File: src/rtl/register_file_sb.sv
// 32x32 register file with same-cycle writeback bypass and a per-register pending-writer scoreboard.
// Reads, bypass and StallD are combinational; registers, counters and SbErr update at the clock edge.
module register_file_sb #(
  parameter int XLEN   = 32,
  parameter int NREG   = 32,
  parameter int AW     = 5,
  parameter int PEND_W = 2
) (
  input  logic            clk,
  input  logic            rst,
  input  logic            RegWriteW,
  input  logic [AW-1:0]   RdW,
  input  logic [XLEN-1:0] ResultW,
  input  logic [AW-1:0]   A1,
  input  logic [AW-1:0]   A2,
  input  logic            UseA1,
  input  logic            UseA2,
  output logic [XLEN-1:0] RD1,
  output logic [XLEN-1:0] RD2,
  input  logic            IssueD,
  input  logic            RegWriteD,
  input  logic [AW-1:0]   RdD,
  input  logic            CancelV,
  input  logic [AW-1:0]   CancelRd,
  output logic            StallD,
  output logic            SbErr
);

  localparam int CMAX = (1 << PEND_W) - 1;

  logic [XLEN-1:0]   regs    [NREG];
  logic [PEND_W-1:0] cnt     [NREG];
  logic [PEND_W-1:0] cnt_nxt [NREG];
  logic              err_nxt;
  logic              hit1, hit2;
  logic              pend1, pend2;
  int                sum;

  assign hit1 = RegWriteW && (RdW == A1);
  assign hit2 = RegWriteW && (RdW == A2);

  always_comb begin
    RD1 = '0;
    if (A1 != '0) RD1 = hit1 ? ResultW : regs[A1];
  end

  always_comb begin
    RD2 = '0;
    if (A2 != '0) RD2 = hit2 ? ResultW : regs[A2];
  end

  // A writeback landing this cycle retires one pending writer before the stall decision.
  assign pend1  = cnt[A1] > PEND_W'(hit1);
  assign pend2  = cnt[A2] > PEND_W'(hit2);
  assign StallD = (UseA1 && (A1 != '0) && pend1) || (UseA2 && (A2 != '0) && pend2);

  always_comb begin
    err_nxt = 1'b0;
    sum     = 0;
    for (int r = 0; r < NREG; r++) cnt_nxt[r] = '0;
    for (int r = 1; r < NREG; r++) begin
      sum = int'(cnt[r]);
      if (IssueD && RegWriteD && !StallD && (RdD == AW'(r))) sum = sum + 1;
      if (RegWriteW && (RdW == AW'(r)))                      sum = sum - 1;
      if (CancelV && (CancelRd == AW'(r)))                   sum = sum - 1;
      if (sum > CMAX) begin
        cnt_nxt[r] = PEND_W'(CMAX);
        err_nxt    = 1'b1;
      end else if (sum < 0) begin
        cnt_nxt[r] = '0;
        err_nxt    = 1'b1;
      end else begin
        cnt_nxt[r] = PEND_W'(sum);
      end
    end
  end

  always_ff @(posedge clk) begin
    if (rst) begin
      for (int r = 0; r < NREG; r++) begin
        regs[r] <= '0;
        cnt[r]  <= '0;
      end
      SbErr <= 1'b0;
    end else begin
      if (RegWriteW && (RdW != '0)) regs[RdW] <= ResultW;
      for (int r = 0; r < NREG; r++) cnt[r] <= cnt_nxt[r];
      if (err_nxt) SbErr <= 1'b1;
    end
  end

endmodule

File: config.mk
export PLATFORM = sky130hd
export DESIGN_NAME = register_file_sb
export DESIGN_NICKNAME = d
export VERILOG_FILES = /design/src/rtl/register_file_sb.sv
export SDC_FILE = /design/constraint.sdc
export NUM_CORES = 2
export LEC_CHECK = 0
export CORE_ASPECT_RATIO = 0.6
export CORE_MARGIN = 2
export CORE_UTILIZATION = 45
export DETAILED_ROUTE_END_ITERATION = 8
export PLACE_DENSITY = 0.73
export SETUP_SLACK_MARGIN = 0.2
export SYNTH_ARGS = -nofsm -noshare
export SYNTH_HDL_FRONTEND = slang
export SYNTH_SLANG_ARGS = --single-unit
File: constraint.sdc
create_clock -name clk -period 9.5 [get_ports clk]
set_input_delay 2.85 -clock clk [delete_from_list [all_inputs] [get_ports clk]]
set_output_delay 2.85 -clock clk [all_outputs]
set_load 0.01 [all_outputs]
==> results by group <==
Detailed routing
  – Drt via density: 6.88
  – Via count: 49,900
  – DRT Wirelength: 248,000 um
  – # DRC: 0
  – Pre-Repair DR Iteration Count: 9
  – Detailed router's first-iteration violation count: 8,667
  – WL per Instance: 34.2 um
  – Post-route ant nets: 0

Run status
  – Status: completed

CTS
  – Hold buffer count at cts: 0
  – Post CTS Setup Buffer Count: 0
  – Reg clk slew, reported paths: 0.07 ns
  – Total CTS buffers: 106
  – Later-pin clock latency in the skew report: 0.75 ns
  – Sinks on Clock Net: 1,087
  – CTS H-tree depth: 3
  – CTS tree: yes
  – Root Buffer: clkbuf_16
  – Longest Clk Path Bufs: 3

Critical path
  – CP Data Required Time: 6.65 ns
  – Crit-path most repeated cell: mux4_2
  – Critical Path, Cell by Cell: buf_8 -> buf_12 -> mux4_2 -> mux4_2 -> mux2i_1 -> a211oi_1 -> clkdlybuf4s50_1
  – Critical Path Max Stage Delay: 0.63 ns
  – Crit-path max FO: 107
  – CP Capture Type: output pin
  – CP Launch Type: primary input
  – CP arrival: 6.28 ns
  – CP bufs+invs: 3
  – Slowest cell on the critical path: buf_12
  – CP Class: in2out
  – Top delay family on crit path: multiplexers

Global route
  – GRT overflow: 0
  – All-Layer GR Usage: 31.6%
  – Global-route wire length before repair: 350,000 um
  – Vias in the first global route: 47,900
  – Initial antenna violation count: 28
  – Largest net degree at the start of global routing: 149

Die
  – Core Area: 0.150 sq mm
  – Starting Density: 45.3%
  – Num rows: 110
  – IO Pins: 131
  – Die Ht: 305 um
  – Total die area: 0.154 sq mm
  – Die Wd: 506 um

STA
  – Max_slew headroom: 17.7%
  – Final Cycle Share: 96.2%
  – Setup_tns: 0 ns
  – Final Slew Violations: 0
  – Tmin final: 9.13 ns
  – Setup ws final: 0.366 ns
  – RSZ-0062 raised after global routing: false
  – Endpoints failing setup: 0
  – Hold WS: 0.863 ns
  – Fin. Hold Viols: 0
  – Worst-margin pin slew: 1.23 ns
  – Fmax achieved: 109 MHz
  – Final Skew: 0.0289 ns

Power and ir drop
  – Maximum VDD drop: 156 uV
  – Leak Pwr: 25.8 nW
  – Cell Pwr Density: 158 mW/mm^2
  – Design Power: 0.0120 W

Placement
  – Post-DP HPWL: 155,000 um
  – Routability cong.: 1.03
  – IO buf count: 130
  – Placement Setup Slack: 0.343 ns
  – Placement Cell Area: 0.0726 sq mm

Logic synthesis
  – Mean Syn Cell Area: 13.3 sq um
  – Synth Flop Type: edfxtp_1
  – Synth cell types: 100
  – Mapped Cells: 5,113
  – Yosys warns: 0
  – Ys async rst share: 0%
  – Post-synth EDFFs: 1,024
  – Seq/Total Area, Yosys: 47.1%
  – Area contributors post-synth: edfxtp_1 45%, mux4_2 22%, and2_1 9.4%, ha_1 2.3%, mux2i_1 2.0%
  – Synth Cell Area: 0.0680 sq mm
  – Synthesized flop and latch total: 1,087
  – Post-synth top area cell: edfxtp_1
  – Share of the synthesized area in the top cell type: 45.2%

Cells and area
  – Area grow syn2layout: 11.8%
  – Finished Cell Area: 0.0761 sq mm
  – Final nets: 5,327
  – Share of layout cells above drive strength 1: 23.4%

Job
  – Max-Cap Viols: 0

Worst hold path
  – Hold Crit Class: reg2reg
[cell type report]
cell class	count	area, sq um
repair buffers	346	3200
inverters	44	166
multi-input cells	3551	34700
clock inverters	74	682
clock buffers	122	2710
diodes	17	42.5
well taps	2016	2520
fillers	12400	74000
flip-flops and latches	1087	32000
[placed cells by master (no fill, tap or decap), types with 31 or more instances in the layout]
| cell type | count |
|---|---|
| nand3_1 | 66 |
| nor2_1 | 269 |
| a21oi_1 | 81 |
| xnor2_1 | 79 |
| clkdlybuf4s50_1 | 118 |
| a211oi_1 | 84 |
| nand4_1 | 36 |
| nor3_1 | 50 |
| xor2_1 | 31 |
| mux2i_1 | 139 |
| clkbuf_16 | 106 |
| edfxtp_1 | 1024 |
| nand2_1 | 213 |
| and2_1 | 1020 |
| inv_1 | 42 |
| conb_1 | 32 |
| nor2_4 | 33 |
| buf_4 | 200 |
| o21ai_0 | 55 |
| mux4_2 | 670 |
| a31oi_1 | 46 |
| dfxtp_1 | 63 |
| and3_1 | 41 |
| ha_1 | 126 |
[Yosys cell counts, types with 79 or more instances]
| master | count |
|---|---|
| nor2_1 | 303 |
| edfxtp_1 | 1024 |
| xnor2_1 | 79 |
| and2_1 | 1020 |
| mux4_2 | 670 |
| a211oi_1 | 84 |
| mux2i_1 | 139 |
| nand2_1 | 217 |
| ha_1 | 126 |
| clkbuf_1 | 353 |
| a21oi_1 | 81 |
| o21ai_0 | 82 |
[repair_timing]
item	4_1_cts	5_1_grt
hold endpoints to repair	0	0
setup endpoints to repair	0	2
gates resized for setup	0	2
[stage by stage]
step | util (%) | instances
finish | 50.7 | 7257
global route | 50.7 | 7250
CTS | 50.7 | 7240
detailed placement | 48.4 | 7044
global placement | 48.4 | 7044
floorplan | - | 5144
[worst register-to-register path: stages, from the launching register on]
cell and delay [ns]:
dfxtp_1 0.44, mux4_2 0.53, mux4_2 0.53, mux2i_1 0.16, ha_1 0.26, nor2_2 0.22
nor2b_1 0.07, a211o_1 0.38, or2_1 0.42, buf_4 0.31, nand4_1 0.13, nand2_1 0.07
and2_1 0.15, ha_1 0.28, and3_1 0.14, a31oi_1 0.21, inv_1 0.08, ha_1 0.19
nand2_1 0.10, xor2_1 0.07, nor3_1 0.16, a22oi_1 0.16, o311ai_0 0.26, buf_4 0.24
nor4bb_1 0.37, and4b_1 0.28, a41oi_1 0.14
[logic make-up (layout without fill, tap and decap cells)]
logic type                 after synthesis  after routing  synth area share [%]
AOI/OAI and AO/OA                      482            482                  4.93
xor gates and xnor gates               110            110                  1.42
and+or+nand+nor                       1962           1962                  16.6
other                                    1             49               0.00551
adders and majority gates              126            126                  2.32
muxes                                  839            839                  24.7
buffers and inverters                  506            586                  2.95
DFF                                   1087           1087                  47.1
[state kept, by name, indices dropped and copies added (netlist names)]
name	flops
cnt	62
regs	1024
SbErr	1
[report_power, final]
| group | switching [W] | leakage [nW] | internal (W) |
|---|---|---|---|
| clock | 0.00202 | 1.64 | 0.00226 |
| combinational | 0.00116 | 13.9 | 0.000915 |
| sequential | 0.000179 | 10.3 | 0.00550 |
| total | 0.00337 | 25.8 | 0.00868 |
[metal layers]
metal | wire length [um] | global-route usage [%] | vias to the layer above
li1 | - | - | 19800
met1 | 90500 | 42.5 | 25000
met2 | 101000 | 42.6 | 4359
met3 | 43300 | 15.4 | 783
met4 | 12900 | 14.5 | 16
met5 | 260 | 0.278 | -
[path summary, 6_finish.rpt]
path,start,cells after the start,endpoint,slack [ns]
min reg2reg,cnt[22][1]$_SDFF_PP0_,4,cnt[22][1]$_SDFF_PP0_,0.86
max,A1[0],7,RD1[6],0.37
min,cnt[22][1]$_SDFF_PP0_,4,cnt[22][1]$_SDFF_PP0_,0.86
max reg2reg,cnt[31][0]$_SDFF_PP0_,26,SbErr$_SDFFE_PP0P_,2.97
(Power assumes the default switching activity.)
